### src/rtl/stream_demux_1ton_pkg.sv
// routing_pkg: shared mode encoding, channel limit and pointer helper for the routing layer
package routing_pkg;
    typedef enum logic {DIRECTED = 1'b0, ROUND_ROBIN = 1'b1} demux_mode_t;
    localparam int MAX_DEMUX_OUT = 16;
    function automatic int wrap_inc(input int ptr, input int n);
        return (ptr >= n - 1) ? 0 : ptr + 1;
    endfunction
endpackage

### src/rtl/stream_demux_1ton_out_slot.sv
// demux_out_slot: one-entry output holding register with pass-through drain and reload
module demux_out_slot #(
    parameter int W = 16
) (
    input  logic         clk,
    input  logic         reset,
    input  logic         load,
    input  logic [W-1:0] in_data,
    input  logic         out_ready,
    output logic         out_valid,
    output logic [W-1:0] out_data
);
    logic         valid_q, valid_d;
    logic [W-1:0] data_q, data_d;
    // load wins over drain so a same-cycle drain and reload keeps the slot full
    always_comb begin
        valid_d = load ? 1'b1 : (valid_q && !out_ready ? 1'b1 : 1'b0);
        data_d = load ? in_data : data_q;
    end
    // slot state; data is kept after a drain rather than cleared
    always_ff @(posedge clk or posedge reset) begin
        if (reset) begin
            valid_q <= 1'b0;
            data_q <= '0;
        end else begin
            valid_q <= valid_d;
            data_q <= data_d;
        end
    end
    assign out_valid = valid_q;
    assign out_data = data_q;
endmodule

### src/rtl/stream_demux_1ton.sv
// stream_demux_1ton: registered 1-to-N valid/ready demux with directed and round-robin routing
module stream_demux_1ton
    import routing_pkg::*;
#(
    parameter int WORD_SIZE = 16,
    parameter int NUM_OUT = 4,
    localparam int SEL_W = $clog2(NUM_OUT),
    parameter int CNT_W = 8
) (
    input  logic                 clk,
    input  logic                 reset,
    input  logic                 mode,
    input  logic [WORD_SIZE-1:0] in_data,
    input  logic [SEL_W-1:0]     in_sel,
    input  logic                 in_valid,
    output logic                 in_ready,
    output logic [WORD_SIZE-1:0] out_data [NUM_OUT],
    output logic [NUM_OUT-1:0]   out_valid,
    input  logic [NUM_OUT-1:0]   out_ready,
    output logic [SEL_W-1:0]     rr_ptr,
    output logic                 drop_pulse,
    output logic [CNT_W-1:0]     drop_count
);
    localparam int DEPTH = 1 << SEL_W;
    if (NUM_OUT < 2 || NUM_OUT > MAX_DEMUX_OUT) begin : g_bad_num_out
        $error("NUM_OUT out of range");
    end
    logic [SEL_W-1:0]   dest, rr_ptr_q, rr_ptr_d;
    logic [NUM_OUT-1:0] slot_free, load;
    logic [DEPTH-1:0]   free_map, range_map;
    logic               accept, drop, drop_pulse_q;
    logic [CNT_W-1:0]   drop_count_q, drop_count_d;
    assign slot_free = ~out_valid | out_ready;
    // select codes beyond NUM_OUT-1 are always ready and marked out of range
    for (genvar m = 0; m < DEPTH; m++) begin : g_map
        if (m < NUM_OUT) begin : g_in
            assign free_map[m] = slot_free[m];
            assign range_map[m] = 1'b1;
        end else begin : g_out
            assign free_map[m] = 1'b1;
            assign range_map[m] = 1'b0;
        end
    end
    // target select, handshake, strict-order pointer advance and saturating drop count
    always_comb begin
        dest = (demux_mode_t'(mode) == ROUND_ROBIN) ? rr_ptr_q : in_sel;
        in_ready = free_map[dest];
        accept = in_valid && in_ready;
        drop = accept && !range_map[dest];
        rr_ptr_d = (accept && demux_mode_t'(mode) == ROUND_ROBIN) ?
                   SEL_W'(wrap_inc(int'(rr_ptr_q), NUM_OUT)) : rr_ptr_q;
        drop_count_d = (drop && drop_count_q != '1) ? drop_count_q + 1'b1 : drop_count_q;
    end
    for (genvar k = 0; k < NUM_OUT; k++) begin : g_slot
        assign load[k] = accept && (dest == SEL_W'(k));
        demux_out_slot #(.W(WORD_SIZE)) u_slot (
            .clk      (clk),
            .reset    (reset),
            .load     (load[k]),
            .in_data  (in_data),
            .out_ready(out_ready[k]),
            .out_valid(out_valid[k]),
            .out_data (out_data[k])
        );
    end
    // pointer and drop bookkeeping registers
    always_ff @(posedge clk or posedge reset) begin
        if (reset) begin
            rr_ptr_q <= '0;
            drop_pulse_q <= 1'b0;
            drop_count_q <= '0;
        end else begin
            rr_ptr_q <= rr_ptr_d;
            drop_pulse_q <= drop;
            drop_count_q <= drop_count_d;
        end
    end
    assign rr_ptr = rr_ptr_q;
    assign drop_pulse = drop_pulse_q;
    assign drop_count = drop_count_q;
endmodule

### config.mk
export PLATFORM = sky130hd
export DESIGN_NAME = stream_demux_1ton
export DESIGN_NICKNAME = d
export VERILOG_FILES = /design/src/rtl/stream_demux_1ton_pkg.sv /design/src/rtl/stream_demux_1ton_out_slot.sv /design/src/rtl/stream_demux_1ton.sv
export SDC_FILE = /design/constraint.sdc
export NUM_CORES = 1
export LEC_CHECK = 0
export CAP_MARGIN = 25
export CORE_MARGIN = 3
export CORE_UTILIZATION = 40
export DETAILED_ROUTE_END_ITERATION = 8
export MAX_ROUTING_LAYER = met4
export PLACE_DENSITY_LB_ADDON = 0.2
export SKIP_CTS_REPAIR_TIMING = 1
export SYNTH_ARGS = -nofsm -noshare
export SYNTH_HDL_FRONTEND = slang
export SYNTH_SLANG_ARGS = --single-unit
export TNS_END_PERCENT = 10
### constraint.sdc
create_clock -name clk -period 2.2 [get_ports clk]
set_input_delay 0.22 -clock clk [delete_from_list [all_inputs] [get_ports clk]]
set_output_delay 0.22 -clock clk [all_outputs]
set_load 0.02 [all_outputs]
Word level (Yosys, flattened, before mapping)
Index checks and enable logic that the tools add are counted.

Register bits after elaboration: 79. Logic and storage cells: 53.

Add/subtract/negate cells: 2. $lt $le $gt $ge: 2. Eq/ne operators: 4. Muxes and demuxes: 14. Bitwise operators: 2. Reductions and logical operators: 18.

Operators with widths (count): $logic_and 1x1->1 (12); $mux 1 (10); $add 8x1->8 const B (1); $ne 8x8->1 const B (1); $logic_not 1->1 (5); $bmux 1 s2 (2); $eq 2x2->1 const B (2); $mux 2 (2); $not 4->4 (1); $or 4x4->4 (1); $lt 2x3->1 const B (1); $add 2x1->2 const B (1); $eq 2x1->1 const B (1); $ge 2x2->1 const B (1); $logic_not 2->1 (1).

Logic depth before layout (Yosys ltp)
Depth after elaboration: 7. Depth in mapped cells: 8.

By module
Synthesis repeated with hierarchy kept, for this count alone.

Cell total of the unflattened synthesis: 189. Area, all modules: 3035.4 µm².

Modules (own cells, without submodules): demux_out_slot (times used 4, cells each 38, area an instance 686.9 µm², sequential area each 425.4 µm²); stream_demux_1ton (times used 1, cells each 37, area an instance 287.8 µm², sequential area each 50.0 µm²).

Least setup slack after synthesis
No wires, ideal clock.

Path kind: register to register. From: reg rr_ptr_q[0], in the netlist rr_ptr[0]. To: reg g_slot[1].u_slot.data_q[0]. Setup time: 125 ps. Arrival time: 2174 ps. Required time: 2075 ps. Setup slack: -99 ps. Cell stages (with the launch flop): 7. Buffers on the path: 1. Period minus slack after synthesis: 2299 ps. Cells stage by stage: dfrtp_1 -> nand3b_1 -> o21ai_0 -> a2111o_4 -> a211oi_4 -> buf_8 -> mux2_4.

Word-level cells in the longest chain between the ends: 5. Elaborated cells between the ends (all ways): 6. Classes of those cells: 1 x eq/ne; 3 x mux; 2 x reduce/logical.

Ends and longest elaborated chain: from (decl) (RTL line stream_demux_1ton.sv:28) `logic [SEL_W-1:0] dest, rr_ptr_q, rr_ptr_d;`; from (signal assigned) (RTL line stream_demux_1ton.sv:73) `rr_ptr_q <= rr_ptr_d;`; $mux 2 * (RTL line stream_demux_1ton.sv:46) `dest = (demux_mode_t'(mode) == ROUND_ROBIN) ? rr_ptr_q : in_sel;`; $bmux 1 s2 (RTL line stream_demux_1ton.sv:47) `in_ready = free_map[dest];`; $mux 1 (implied by the code) (RTL line stream_demux_1ton.sv:47); $logic_and 1x1->1 (RTL line stream_demux_1ton.sv:48) `accept = in_valid && in_ready;`; $logic_and 1x1->1 * (RTL line stream_demux_1ton.sv:55) `assign load[k] = accept && (dest == SEL_W'(k));`; to (signal assigned) (RTL line stream_demux_1ton_out_slot.sv:27) `data_q <= data_d;`; to (decl) (RTL line stream_demux_1ton_out_slot.sv:14) `logic [W-1:0] data_q, data_d;`.

Mark *: on every way between the ends. The rest lies on a longest branch, timed or not. The select of a mux whose other input is x is not followed. A chain may end at the register's enable or synchronous reset.

Worst setup path in the final report
From: reg rr_ptr_q[1], in the netlist rr_ptr[1]. To: reg g_slot[2].u_slot.data_q[12].

Word-level cells in the longest chain between the ends: 5. Elaborated cells between the ends (all ways): 6. Classes of those cells: 1 x eq/ne; 3 x mux; 2 x reduce/logical.

Ends and longest elaborated chain (RTL line): $mux 2 * (stream_demux_1ton.sv:46); $bmux 1 s2 (stream_demux_1ton.sv:47); $mux 1 (implied by the code) (stream_demux_1ton.sv:47); $logic_and 1x1->1 (stream_demux_1ton.sv:48); $logic_and 1x1->1 * (stream_demux_1ton.sv:55); to (signal assigned) (stream_demux_1ton_out_slot.sv:27); to (decl) (stream_demux_1ton_out_slot.sv:14).

Marks and branches as above.

==> metrics.txt <==
# TYPE chip_impl_metric gauge
chip_impl_metric{name="final_net_count",unit=""} 332
chip_impl_metric{name="detail_route.wirelength",unit="um"} 6614
chip_impl_metric{name="floorplan.io_pins",unit=""} 106
chip_impl_metric{name="filler_cell_count",unit=""} 562
chip_impl_metric{name="yosys.cell_types.count",unit=""} 29
chip_impl_metric{name="clk_latency",unit="ns"} 0.34
chip_impl_metric{name="port_buffers",unit=""} 96
chip_impl_info{name="clockRootBuffer",value="sky130_fd_sc_hd__clkbuf_8"} 1
chip_impl_info{name="synthMostInstantiatedCell",value="sky130_fd_sc_hd__dfrtp_1"} 1
chip_impl_metric{name="initial_core_util",unit="%"} 42.62
chip_impl_metric{name="netlist_instances",unit=""} 190
chip_impl_metric{name="global_route.usage.total",unit="%"} 16.08
chip_impl_info{name="cts_tree",value="done"} 1
chip_impl_metric{name="fin_skew",unit="ns"} 0.009206
chip_impl_metric{name="initial_antenna_violation_count",unit=""} 0
chip_impl_metric{name="final.setup.tns",unit="ns"} 0
chip_impl_metric{name="cts_buffers",unit=""} 9
chip_impl_metric{name="report.power.total",unit="mW"} 7.020
chip_impl_metric{name="ys_warn_count",unit=""} 0
chip_impl_info{name="run_status",value="finished clean"} 1
chip_impl_metric{name="area_growth_syn_to_layout",unit="%"} 48.06
chip_impl_metric{name="arrival",unit="ns"} 2.36
chip_impl_info{name="synth_commonest_cells",value="70 x sky130_fd_sc_hd__dfrtp_1, 45 x sky130_fd_sc_hd__mux2_2, 18 x sky130_fd_sc_hd__mux2_4"} 1
chip_impl_metric{name="crit_fanout",unit=""} 8
chip_impl_metric{name="floorplan.rows",unit=""} 30
chip_impl_info{name="rsz0062_at_grt",value="true"} 1
chip_impl_metric{name="seq_area_frac_synth",unit="%"} 58.55
chip_impl_metric{name="timing_hold_violations_final",unit=""} 0
chip_impl_metric{name="synth_area",unit="um2"} 2992
chip_impl_metric{name="worst_setup_hold_path_clk_slew",unit="ns"} 0.08
chip_impl_metric{name="grt_pass1_vias",unit=""} 1994
chip_impl_metric{name="maxSlewViolCount",unit=""} 0
chip_impl_metric{name="core_area",unit="um2"} 7019
chip_impl_metric{name="routedWlPerCell",unit="um"} 16.29
chip_impl_info{name="end_kind",value="flop"} 1
chip_impl_metric{name="hpwl",unit="um"} 4842
chip_impl_metric{name="final_setup_violation_count",unit=""} 0
chip_impl_metric{name="h-tree-depth",unit=""} 3
chip_impl_info{name="criticalPathCategory",value="flop to flop"} 1
chip_impl_metric{name="synth.top_cell.area_share",unit="%"} 58.55
chip_impl_metric{name="dieWidth",unit="um"} 92.48
chip_impl_metric{name="die-height",unit="um"} 92.48
chip_impl_info{name="synth.top_cells.by_area",value="sky130_fd_sc_hd__dfrtp_1 59%, sky130_fd_sc_hd__mux2_2 17%, sky130_fd_sc_hd__mux2_4 9.0%"} 1
chip_impl_metric{name="synth.ff_latch_count",unit=""} 70
chip_impl_metric{name="dpl_worst_slack",unit="ns"} -0.3465
chip_impl_metric{name="vdd_ir_drop_max",unit="mV"} 0.8497
chip_impl_metric{name="drc",unit=""} 0
chip_impl_metric{name="placedInstanceArea",unit="um2"} 4103
chip_impl_metric{name="cts_max_path_buffers",unit=""} 2
chip_impl_metric{name="design.die.area",unit="um2"} 8553
chip_impl_metric{name="ant_nets",unit=""} 0
chip_impl_metric{name="postLayoutCellArea",unit="um2"} 4429
chip_impl_metric{name="drive_above_1_share",unit="%"} 35.48
chip_impl_metric{name="synth_enable_flop_cells",unit=""} 0
chip_impl_metric{name="period_share",unit="%"} 97.20
chip_impl_metric{name="grt_pass1_wl",unit="um"} 10220
chip_impl_metric{name="max_clock_freq",unit="GHz"} 0.4676
chip_impl_metric{name="avgSynthCellArea",unit="um2"} 15.75
chip_impl_metric{name="via_count",unit=""} 1902
chip_impl_metric{name="antenna_cells_inserted",unit=""} 0
chip_impl_metric{name="cellPowerDensity",unit="nW/um2"} 1585
chip_impl_metric{name="synthArstFlopShare",unit="%"} 100.0
chip_impl_metric{name="postLayoutSetupSlackWorst",unit="ns"} 0.06164
chip_impl_metric{name="leakage",unit="nW"} 1.926
chip_impl_info{name="yosys.area.top_type",value="sky130_fd_sc_hd__dfrtp_1"} 1
chip_impl_metric{name="firstDrtPassIters",unit=""} 4
chip_impl_info{name="worstSetupStartpointType",value="flop"} 1
chip_impl_metric{name="tritoncts_num_sinks",unit=""} 70
chip_impl_metric{name="grt_max_degree",unit=""} 28
chip_impl_metric{name="final_gp_congestion",unit=""} 0.7343
chip_impl_metric{name="vias_per_cell",unit=""} 4.685
chip_impl_metric{name="timing.final.crit_period",unit="ns"} 2.138
chip_impl_metric{name="cp.required",unit="ns"} 2.42
chip_impl_info{name="min_path_type",value="input pin to async pin"} 1
chip_impl_metric{name="drt_iter0_drc",unit=""} 21
chip_impl_metric{name="max_capacitance_violation_count",unit=""} 0
chip_impl_info{name="synth-main-ff-cell",value="sky130_fd_sc_hd__dfrtp_1"} 1
chip_impl_metric{name="grt_overflow",unit=""} 0
[placed cells by master, fill, tap and decap left out, types with 3 or more instances in the layout]
cell / synthesis / layout
sky130_fd_sc_hd__buf_12: 0 / 3
sky130_fd_sc_hd__buf_4: 14 / 13
sky130_fd_sc_hd__bufinv_16: 0 / 4
sky130_fd_sc_hd__clkbuf_8: 0 / 9
sky130_fd_sc_hd__clkdlybuf4s50_1: 0 / 94
sky130_fd_sc_hd__conb_1: 1 / 9
sky130_fd_sc_hd__dfrtp_1: 70 / 68
sky130_fd_sc_hd__inv_1: 4 / 3
sky130_fd_sc_hd__mux2_1: 3 / 3
sky130_fd_sc_hd__mux2_2: 45 / 45
sky130_fd_sc_hd__mux2_4: 18 / 18
sky130_fd_sc_hd__nand2b_1: 4 / 4
[metal layers]
layer | share of wire (%) | global-route usage, %
met4 | 1.2 | 7.426
met1 | 44 | 19.42
met3 | 5.8 | 3.818
met5 | 0 | -
met2 | 49 | 25.62
[power by group]
group	switching [mW]	internal (mW)	leakage, nW	total [mW]
registers	0.368	1.93	0.834	2.30
logic	1.50	1.88	0.962	3.38
clock network	0.474	0.868	0.130	1.34
[flip-flops by register name, indices dropped and copies added (netlist names)]
signal and cells:
g_slot.u_slot.out_valid 4, rr_ptr 2, g_slot.u_slot.out_data 64
[through the flow]
step	util [%]	hold WS [ns]	instances
floorplan	-	0.3547	198
global placement	58.45	0.4835	387
detailed placement	58.45	0.4872	387
CTS	62.17	0.1876	403
global route	63.10	0.2185	406
finish	63.10	0.1857	406
[cell type report]
| type | count | area, um2 | share of cell area (%) |
|---|---|---|---|
| Clock buffer | 10 | 127.6 | 2.881 |
| Clock inverter | 6 | 133.9 | 3.023 |
| Inverter | 5 | 18.77 | 0.4237 |
| Multi-Input combinational cell | 105 | 1115 | 25.17 |
| Sequential cell | 70 | 1754 | 39.60 |
| Tap cell | 96 | 120.1 | 2.712 |
| Timing Repair Buffer | 114 | 1160 | 26.19 |
[path summary, 6_finish.rpt]
| check | slack [ns] | startpoint | cells after the start | end |
|---|---|---|---|---|
| worst max-delay path | 0.06 | rr_ptr[1] | 7 | g_slot[2].u_slot.out_data[12] |
| worst min-delay path | 0.19 | reset | 2 | g_slot[2].u_slot.out_data[3] |
| worst max register to register | 0.06 | rr_ptr[1] | 7 | g_slot[2].u_slot.out_data[12] |
| worst min register to register | 0.49 | g_slot[2].u_slot.out_data[6] | 1 | g_slot[2].u_slot.out_data[6] |
| max in group asynchronous | 1.39 | reset | 3 | g_slot[0].u_slot.out_data[12] |
| min in group clk | 0.49 | out_ready[3] | 3 | g_slot[3].u_slot.out_valid |
[cells by family (layout without fill, tap and decap cells)]
logic type,after synthesis,after routing,synth area share (%)
buffers and inverters,23,135,5.897
flip-flops,70,70,58.55
other,1,9,0.1254
adder cells (fa/ha/maj),1,1,0.4182
AO/OA/AOI/OAI,10,10,3.513
AND/OR/NAND/NOR,19,19,4.392
multiplexers,66,66,27.10
[critical path: stages, from the launching register on]
cell and delay, ns:
sky130_fd_sc_hd__dfrtp_2 0.46, sky130_fd_sc_hd__nand3b_1 0.13, sky130_fd_sc_hd__o21ai_2 0.08, sky130_fd_sc_hd__a2111o_4 0.55
sky130_fd_sc_hd__inv_2 0.09, sky130_fd_sc_hd__and3_4 0.22, sky130_fd_sc_hd__clkbuf_16 0.16, sky130_fd_sc_hd__mux2_2 0.32
Power figures use the tool's default switching activity.
